===== src/rtl/ps2_tx_scheduler.sv =====
// ps2_tx_scheduler: round-robin arbiter feeding one byte per frame to the PS/2 transmitter,
// pacing issues by frame time plus inter-byte gap and holding off while the host inhibits.
module ps2_tx_scheduler #(
  parameter int FRAME_CYCLES = 55000,
  parameter int GAP_CYCLES   = 5000
) (
  input  logic       clk,
  input  logic       reset_n,
  input  logic       src0_valid,
  input  logic [7:0] src0_data,
  output logic       src0_ready,
  input  logic       src1_valid,
  input  logic [7:0] src1_data,
  output logic       src1_ready,
  input  logic       inhibit,
  output logic       tx_rts,
  output logic [7:0] tx_data,
  output logic       busy,
  output logic       last_src
);
  localparam int CW = $clog2(FRAME_CYCLES + GAP_CYCLES + 1);
  localparam logic [CW-1:0] STARTUP_LAST = CW'(FRAME_CYCLES + GAP_CYCLES - 1);
  localparam logic [CW-1:0] FRAME_LAST   = CW'(FRAME_CYCLES - 2);
  localparam logic [CW-1:0] GAP_LAST     = CW'(GAP_CYCLES > 0 ? GAP_CYCLES - 1 : 0);
  typedef enum logic [2:0] {STARTUP, IDLE, ISSUE, FRAME, GAP} state_t;
  state_t        r_state;
  logic [CW-1:0] r_cnt;
  logic          w_req;
  logic          w_sel;
  assign w_req = !inhibit && (src0_valid || src1_valid);
  // on a tie the source not granted last time wins
  assign w_sel = (src0_valid && src1_valid) ? !last_src : src1_valid;
  always_ff @(posedge clk or negedge reset_n)
    if (!reset_n) begin
      r_state    <= STARTUP;
      r_cnt      <= '0;
      src0_ready <= 1'b0;
      src1_ready <= 1'b0;
      tx_rts     <= 1'b0;
      tx_data    <= 8'h00;
      busy       <= 1'b1;
      last_src   <= 1'b1;
    end else begin
      src0_ready <= 1'b0;
      src1_ready <= 1'b0;
      tx_rts     <= 1'b0;
      case (r_state)
        STARTUP:
          if (r_cnt == STARTUP_LAST) begin
            r_state <= IDLE;
            r_cnt   <= '0;
            busy    <= 1'b0;
          end else r_cnt <= r_cnt + 1'b1;
        IDLE:
          if (w_req) begin
            r_state    <= ISSUE;
            busy       <= 1'b1;
            tx_data    <= w_sel ? src1_data : src0_data;
            src0_ready <= !w_sel;
            src1_ready <= w_sel;
            last_src   <= w_sel;
          end
        ISSUE: begin
          tx_rts  <= 1'b1;
          r_cnt   <= '0;
          r_state <= FRAME;
        end
        FRAME:
          if (r_cnt == FRAME_LAST) begin
            r_cnt <= '0;
            if (GAP_CYCLES == 0) begin
              r_state <= IDLE;
              busy    <= 1'b0;
            end else r_state <= GAP;
          end else r_cnt <= r_cnt + 1'b1;
        GAP:
          if (r_cnt == GAP_LAST) begin
            r_cnt   <= '0;
            r_state <= IDLE;
            busy    <= 1'b0;
          end else r_cnt <= r_cnt + 1'b1;
        default: r_state <= STARTUP;
      endcase
    end
endmodule

===== config.mk =====
export PLATFORM = sky130hd
export DESIGN_NAME = ps2_tx_scheduler
export DESIGN_NICKNAME = d
export VERILOG_FILES = /design/src/rtl/ps2_tx_scheduler.sv
export SDC_FILE = /design/constraint.sdc
export NUM_CORES = 1
export LEC_CHECK = 0
export ABC_AREA = 1
export CAP_MARGIN = 30
export CORE_MARGIN = 4
export CORE_UTILIZATION = 50
export DETAILED_ROUTE_END_ITERATION = 8
export PLACE_DENSITY = 0.75
export SYNTH_ARGS = -nofsm -noshare
export SYNTH_HDL_FRONTEND = slang
export SYNTH_SLANG_ARGS = --single-unit

===== constraint.sdc =====
create_clock -name clk -period 4.35 [get_ports clk]
set_input_delay 0.87 -clock clk [delete_from_list [all_inputs] [get_ports clk]]
set_output_delay 0.87 -clock clk [all_outputs]
set_load 0.005 [all_outputs]

; Word level (Yosys, flattened, before mapping)
; Index checks and enable logic that the tools add are counted.
[word_totals]
reg_bits = 32
inputBits = 21
output_inout_bits = 13
wordCells = 52
[op_classes]
add_sub_neg = 1
n_eq_ne = 11
mux = 20
reduce_logical = 12
[op_table]
columns = operator, count
row1 = $pmux W16 S4, 1
row2 = $mux W16, 3
row3 = $eq A16 B16 Y1 const B, 2
row4 = $add A16 B1 Y16 const B, 1
row5 = $eq A16 B13 Y1 const B, 1
row6 = $pmux W3 S5, 1
row7 = $mux W3, 4
row8 = $mux W1, 9
row9 = $mux W8, 1
row10 = $ne A2 B2 Y1 const B, 4
row11 = $reduce_and A4 Y1, 2
row12 = $eq A3 B2 Y1 const B, 2
row13 = $reduce_bool A4 Y1, 1
row14 = $eq A3 B1 Y1 const B, 1
row15 = $eq A3 B3 Y1 const B, 1
row16 = $logic_not A1 Y1, 3
row17 = $logic_not A3 Y1, 1
row18 = $pmux W1 S3, 1
row19 = $reduce_bool A3 Y1, 1
row20 = $logic_and A1 B1 Y1, 2
row21 = $reduce_and A2 Y1, 1
row22 = $logic_or A1 B1 Y1, 1

; Logic depth before layout (Yosys ltp)
; Gate-level depths: netlist (run 1).
[logic_depth]
ltp_word = 5
mapped_depth = 11
depth_no_buf = 11

; Worst setup path after synthesis (run 1)
; OpenSTA, ideal clock, no wires.
[synth_timing]
path_type = input to register
startpoint = input src1_valid
endpoint = register tx_data[0]
setup_ps = 124
t_arrival_ps = 1528
t_required_ps = 4226
slack_ps = 2698
stages = 8
n_path_buf = 0
cell_sequence = nor2_1 -> nor2_1 -> inv_1 -> nor2_1 -> nand2_1 -> clkinv_1 -> a22oi_1 -> nand2_1
[synth_via]
elab_chain_len = 3
word_cells_on_any_way = 6
[synth_lines]
columns = element, line
row1 = "start, declared", 12  ; input logic src1_valid,
row2 = $logic_and A1 B1 Y1 or $logic_or A1 B1 Y1 (tied branches), "32, 30"
row3 = $mux W1 or $logic_and A1 B1 Y1 (tied branches), "32, 30"
row4 = $mux W8 or $reduce_and A2 Y1 (tied branches), --
row5 = "end signal, assigned", 58  ; tx_data <= w_sel ? src1_data : src0_data;
row6 = "end, declared", 17  ; output logic [7:0] tx_data,
; Parallel ways exist; a longest one is shown, timed or not.
; A chain may end at the register's enable or synchronous reset.

; Worst setup path after layout (run 1)
[layout_timing]
startpoint = register last_src
endpoint = output last_src
[layout_rtl]
columns = element, line
row1 = "start, declared", 19  ; output logic last_src
row2 = "start signal, assigned", 61  ; last_src <= w_sel;
; No word-level cell between the ends.

==> impl_metrics.env, run 1 <==
export IMPL_max_slew_margin_rel_pct=73.6
export IMPL_rsz0062_at_grt="false"
export IMPL_row_count=22
export IMPL_timing_fmax_ghz=0.450
export IMPL_startpoint="last_src"
export IMPL_ff2ff_setup_slack_ns=2.70
export IMPL_ys_warn_count=0
export IMPL_status="finished clean"
export IMPL_root_buffer="clkbuf_8"
export IMPL_synthFlopType="dfrtp_1"
export IMPL_numCtsBuffers=5
export IMPL_htree_levels=2
export IMPL_setup_ws_ns=2.13
export IMPL_ios=34
export IMPL_viasPerCell=4.91
export IMPL_cp_top_family="flip-flops"
export IMPL_drive_gt1_share_pct=15.8
export IMPL_synthToLayoutAreaGrowth_pct=23.9
export IMPL_place_ws_ns=2.07
export IMPL_wl_per_cell_um=12.2
export IMPL_numPortBuffers=33
export IMPL_multi_input_area_mm2=0.00107
export IMPL_path_max_fanout=3
export IMPL_arrival_ns=1.35
export IMPL_cts_setup_buffers=0
export IMPL_fp_dieW_um=71.6
export IMPL_synthTopCellsByArea="dfrtp_1 (37%), nand2_1 (19%), nor2_1 (7.8%)"
export IMPL_gp_congestion=0.900
export IMPL_nNetsFinal=344
export IMPL_worst_pin_slew_ns=0.396
export IMPL_clock_path_buffers=2
export IMPL_synthTopCellsByCount="nand2_1 (101), nor2_1 (42), dfrtp_1 (30)"
export IMPL_async_reset_ff_share_pct=100
export IMPL_initialDrtViolationCount=88
export IMPL_yosysTopAreaCellShare_pct=37.2
export IMPL_die_area_mm2=0.00512
export IMPL_cp_start_kind="flop"
export IMPL_post_route_period_util_pct=51.1
export IMPL_crit_slowest_cell="dfstp_2"
export IMPL_fin_skew_ns=0.00297
export IMPL_cts_tree="done"
export IMPL_start_util_pct=53.6
export IMPL_routed_wl_um=4530
export IMPL_finalCriticalPeriod_ns=2.22
export IMPL_synth_seq_cells=32
export IMPL_synth_fp_nets=306
export IMPL_grt_usage_pct=19.2
export IMPL_diodes=0
export IMPL_whs_ns=0.501
export IMPL_yosysMostFrequentCell="nand2_1"
export IMPL_core_mm2=0.00377
export IMPL_cts_hold_buf=0
export IMPL_synthesis_area_mm2=0.00202
export IMPL_cp_end_kind="output pin"
export IMPL_slowest_delay_ns=0.56
export IMPL_timing_rr_start="r_cnt[1]"
export IMPL_hp_start="last_src"
export IMPL_netlist_top_cell_by_area="dfrtp_1"
export IMPL_gr_total_overflow=0
export IMPL_drc=0
export IMPL_antenna_found_initial=0
export IMPL_hold_viol_final=0
export IMPL_grt_max_degree=33
export IMPL_synth_cell_types=27
export IMPL_clk_pin_slew_ns=0.07
export IMPL_firstDrtPassIters=4
export IMPL_final_fill_count=312
export IMPL_p_per_area_mw_per_mm2=256
export IMPL_cts_resized=0
export IMPL_setup_tns_final_ns=0
export IMPL_setup_viol=0
export IMPL_power_leakage_nw=1.20
export IMPL_worst_path_buf_inv=1
export IMPL_required_ns=3.48
export IMPL_grt_pass1_vias=1697
export IMPL_regArea_um2=803
export IMPL_worstPathCellList="clkdlybuf4s50_1"
export IMPL_cts_sinks=32
export IMPL_ys_seq_area_share_pct=39.8
export IMPL_grt_pass1_wl_um=7930
export IMPL_worstSetupPathType="reg -> out"
export IMPL_slew_violations=0
export IMPL_dieHeight_um=71.6
export IMPL_syn_inst=283
export IMPL_synth_area_per_cell_um2=7.14
export IMPL_ant_nets=0
export IMPL_via_count=1817
export IMPL_synth_edff_count=0
export IMPL_hold_path_class="reg -> reg"
export IMPL_dpl_hpwl_um=3390
export IMPL_peakVddDrop_mv=0.163
export IMPL_clock_latency_ns=0.29
export IMPL_fin_total_pwr_uw=640
export IMPL_max_cap_violations=0
[through the flow]
step	instance area [µm²]	utilization, %	std cells
2_1_floorplan	2020	-	283
3_3_place_gp	2390	63.5	362
3_5_place_dp	2390	63.5	362
4_1_cts	2500	66.3	370
5_1_grt	2500	66.3	370
6_report	2500	66.3	370
[area by class of cell]
type / count / share of cell area (%)
Sequential cell: 32 / 32.1
Inverter: 32 / 4.90
Clock inverter: 2 / 1.40
Timing Repair Buffer: 34 / 13.5
Tap cell: 48 / 2.40
Clock buffer: 6 / 2.90
Multi-Input combinational cell: 216 / 42.8
[registers in the layout, indices dropped and copies added, names as in the netlist]
register    flops
r_state         3
r_cnt          16
src1_ready      1
last_src        1
busy            1
tx_data         8
tx_rts          1
src0_ready      1
[final timing paths]
check,end,depth (start not counted)
setup / recovery,last_src,1
hold / removal,last_src,2
setup reg to reg,r_cnt[6],10
hold reg to reg,last_src,2
max in group asynchronous,busy,2
min in group asynchronous,r_cnt[9],2
[logic make-up (layout without fill, tap and decap cells)]
logic type	Yosys count	in the layout	share of synthesized area [%]
buffers and inverters	35	74	7.25
and+or+nand+nor	193	193	44.6
xor gates and xnor gates	5	5	2.17
adders and majority gates	2	2	1.24
DFF	32	32	39.8
AOI/OAI and AO/OA	16	16	4.96
[tightest hold or removal path: stages (launching register included)]
cell and delay [ns]:
dfstp_2 0.39, nand2_1 0.07, nand2_1 0.05
[layout by cell type, fill, tap and decap left out, drive strengths merged]
cell type      synthesis  routed
clkinv                 2       3
o21bai                 2       2
ha                     2       2
clkbuf                 0       6
nand4                  6       6
buf                    3       1
bufinv                 0       1
clkdlybuf4s50          0      33
xor2                   5       5
a21oi                  3       3
nor2                  51      51
nor3                   1       1
inv                   30      30
o21ai                  5       5
dfrtp                 30      30
dfstp                  2       2
nand2                111     111
a22oi                  6       6
nand3                 24      24
[power by group]
group / switching, mW / internal, mW / total [mW]
clock network: 0.118 / 0.170 / 0.287
registers: 0.00385 / 0.304 / 0.308
logic: 0.0147 / 0.0298 / 0.0445
[per-layer routing]
| metal | track usage (%) | vias to the layer above | share of wire [%] |
|---|---|---|---|
| li1 | - | 959 | - |
| met5 | 0 | - | 0 |
| met4 | 4.18 | 0 | 0.79 |
| met1 | 27.6 | 824 | 50 |
| met3 | 5.19 | 4 | 3.9 |
| met2 | 29.0 | 30 | 46 |
(Power assumes the default switching activity.)
==> run 2: changes to the inputs <==
==> constraint.sdc (replaced) <==
create_clock -name clk -period 2.05 [get_ports clk]
set_input_delay 0.41 -clock clk [delete_from_list [all_inputs] [get_ports clk]]
set_output_delay 0.41 -clock clk [all_outputs]
set_load 0.005 [all_outputs]
==> run 2 against run 1 <==
Effect of this change: sequential cell count did not move; critical path depth did not move; clock power rose by 110%; non-clock buffer count did not move; design area did not move; combinational power rose by 110%; register-to-register slack got worse by 2.3 ns; critical path type unchanged.
==> impl_metrics.env, run 2 (synthesis results as in run 1) <==
export IMPL_largest_register="r_cnt"
export IMPL_routed_wl_um=4620
export IMPL_fp_dieW_um=71.6
export IMPL_worst_pin_slew_ns=0.399
export IMPL_cts_resized=0
export IMPL_ant_nets=0
export IMPL_cts_sinks=32
export IMPL_initialDrtViolationCount=110
export IMPL_die_area_mm2=0.00512
export IMPL_fin_total_pwr_mw=1.36
export IMPL_finalCriticalPeriod_ns=1.76
export IMPL_p_per_area_mw_per_mm2=542
export IMPL_setup_viol=0
export IMPL_peakVddDrop_mv=0.299
export IMPL_worst_path_buf_inv=1
export IMPL_htree_levels=2
export IMPL_grt_pass1_vias=1695
export IMPL_slowest_delay_ns=0.56
export IMPL_top_regs="r_cnt x16, tx_data x8, r_state x3"
export IMPL_row_count=22
export IMPL_largest_reg_flops=16
export IMPL_final_common_cell="nand2_1"
export IMPL_drc=0
export IMPL_final_fill_count=311
export IMPL_startpoint="last_src"
export IMPL_dieHeight_um=71.6
export IMPL_post_route_period_util_pct=86.0
export IMPL_max_slew_margin_rel_pct=73.4
export IMPL_hp_start="busy"
export IMPL_setup_tns_final_ns=0
export IMPL_grt_pass1_wl_um=7870
export IMPL_clock_latency_ns=0.29
export IMPL_dp_cells=362
export IMPL_regArea_um2=803
export IMPL_rsz0062_at_grt="false"
export IMPL_timing_rr_start="r_cnt[1]"
export IMPL_clk_pin_slew_ns=0.07
export IMPL_status="finished clean"
export IMPL_hold_viol_final=0
export IMPL_numCtsBuffers=5
export IMPL_root_buffer="clkbuf_8"
export IMPL_mostFrequentLayoutCells="nand2_1 (101), nor2_1 (42), clkdlybuf4s50_1 (33), dfrtp_1 (30), inv_1 (17)"
export IMPL_dpl_hpwl_um=3410
export IMPL_required_ns=1.64
export IMPL_cts_setup_buffers=0
export IMPL_path_max_fanout=3
export IMPL_final_cells=370
export IMPL_cts_hold_buf=0
export IMPL_wl_per_cell_um=12.5
export IMPL_max_cap_violations=0
export IMPL_antenna_found_initial=0
export IMPL_viasPerCell=5.00
export IMPL_timing_fmax_ghz=0.567
export IMPL_start_util_pct=53.6
export IMPL_via_count=1849
export IMPL_ios=34
export IMPL_slew_violations=0
export IMPL_core_mm2=0.00377
export IMPL_crit_slowest_cell="dfstp_2"
export IMPL_nNetsFinal=344
export IMPL_power_leakage_nw=1.20
export IMPL_synthToLayoutAreaGrowth_pct=23.9
export IMPL_firstDrtPassIters=4
export IMPL_diodes=0
export IMPL_gp_congestion=0.900
export IMPL_cp_end_kind="output pin"
export IMPL_fin_skew_ns=0.00408
export IMPL_grt_usage_pct=19.2
export IMPL_arrival_ns=1.35
export IMPL_grt_max_degree=33
export IMPL_gr_total_overflow=0
export IMPL_worstPathCellList="clkdlybuf4s50_1"
export IMPL_hold_path_class="reg -> reg"
export IMPL_clock_path_buffers=2
export IMPL_whs_ns=0.499
export IMPL_multi_input_area_mm2=0.00107
export IMPL_worstSetupPathType="reg -> out"
export IMPL_drive_gt1_share_pct=15.8
export IMPL_cp_top_family="flip-flops"
export IMPL_cts_tree="done"
export IMPL_numPortBuffers=33
export IMPL_cp_start_kind="flop"
-- run 2: cell counts in the layout (fill, tap and decap cells not counted) --
No cell type changed its count.
-- run 2: metal layers --
metal | GRT usage, % | up-vias | part of all wire [%]
met1 | 28.1 | 829 | 49
met5 | 0 | - | 0
met2 | 28.7 | 55 | 45
met4 | 6.47 | 0 | 1.1
met3 | 3.51 | 5 | 4.9
li1 | - | 960 | -
-- run 2: final cells by class --
cell class | count | share of cell area [%]
repair buffers | 34 | 13.5
flip-flops and latches | 32 | 32.1
well taps | 48 | 2.40
clock buffers | 6 | 2.90
multi-input cells | 216 | 42.8
inverters | 32 | 4.90
clock inverters | 2 | 1.40
-- run 2: report_power, final --
part | total, mW | internal, mW | switching [mW] | leakage, nW
clock network | 0.608 | 0.361 | 0.247 | 0.0552
registers | 0.653 | 0.645 | 0.00814 | 0.424
logic | 0.0943 | 0.0632 | 0.0312 | 0.719
-- run 2: path summary, 6_finish.rpt --
check                      slack, ns  cells after the start       end
setup / recovery                0.29                      1  last_src
hold / removal                  0.50                      2      busy
setup reg to reg                0.39                      8  r_cnt[3]
hold reg to reg                 0.50                      2      busy
max in group asynchronous       1.21                      2      busy
min in group asynchronous       0.51                      2  r_cnt[2]
-- run 2: metrics by stage --
step                setup slack (ns)  util [%]  cell area [µm²]
global route                   0.254      66.3             2500
floorplan                      0.611         -             2020
detailed placement             0.237      63.5             2390
finish                         0.287      66.3             2500
global placement               0.272      63.5             2390
CTS                            0.280      66.3             2500
==> run 3: changes to the inputs <==
--- a/config.mk
+++ b/config.mk
@@ -11,6 +11,7 @@
 export CORE_UTILIZATION = 50
 export DETAILED_ROUTE_END_ITERATION = 8
 export PLACE_DENSITY = 0.75
+export SLEW_MARGIN = 20
 export SYNTH_ARGS = -nofsm -noshare
 export SYNTH_HDL_FRONTEND = slang
 export SYNTH_SLANG_ARGS = --single-unit
==> results of run 3 <==
Final layout, timing and power as in run 2 (identical DEF).
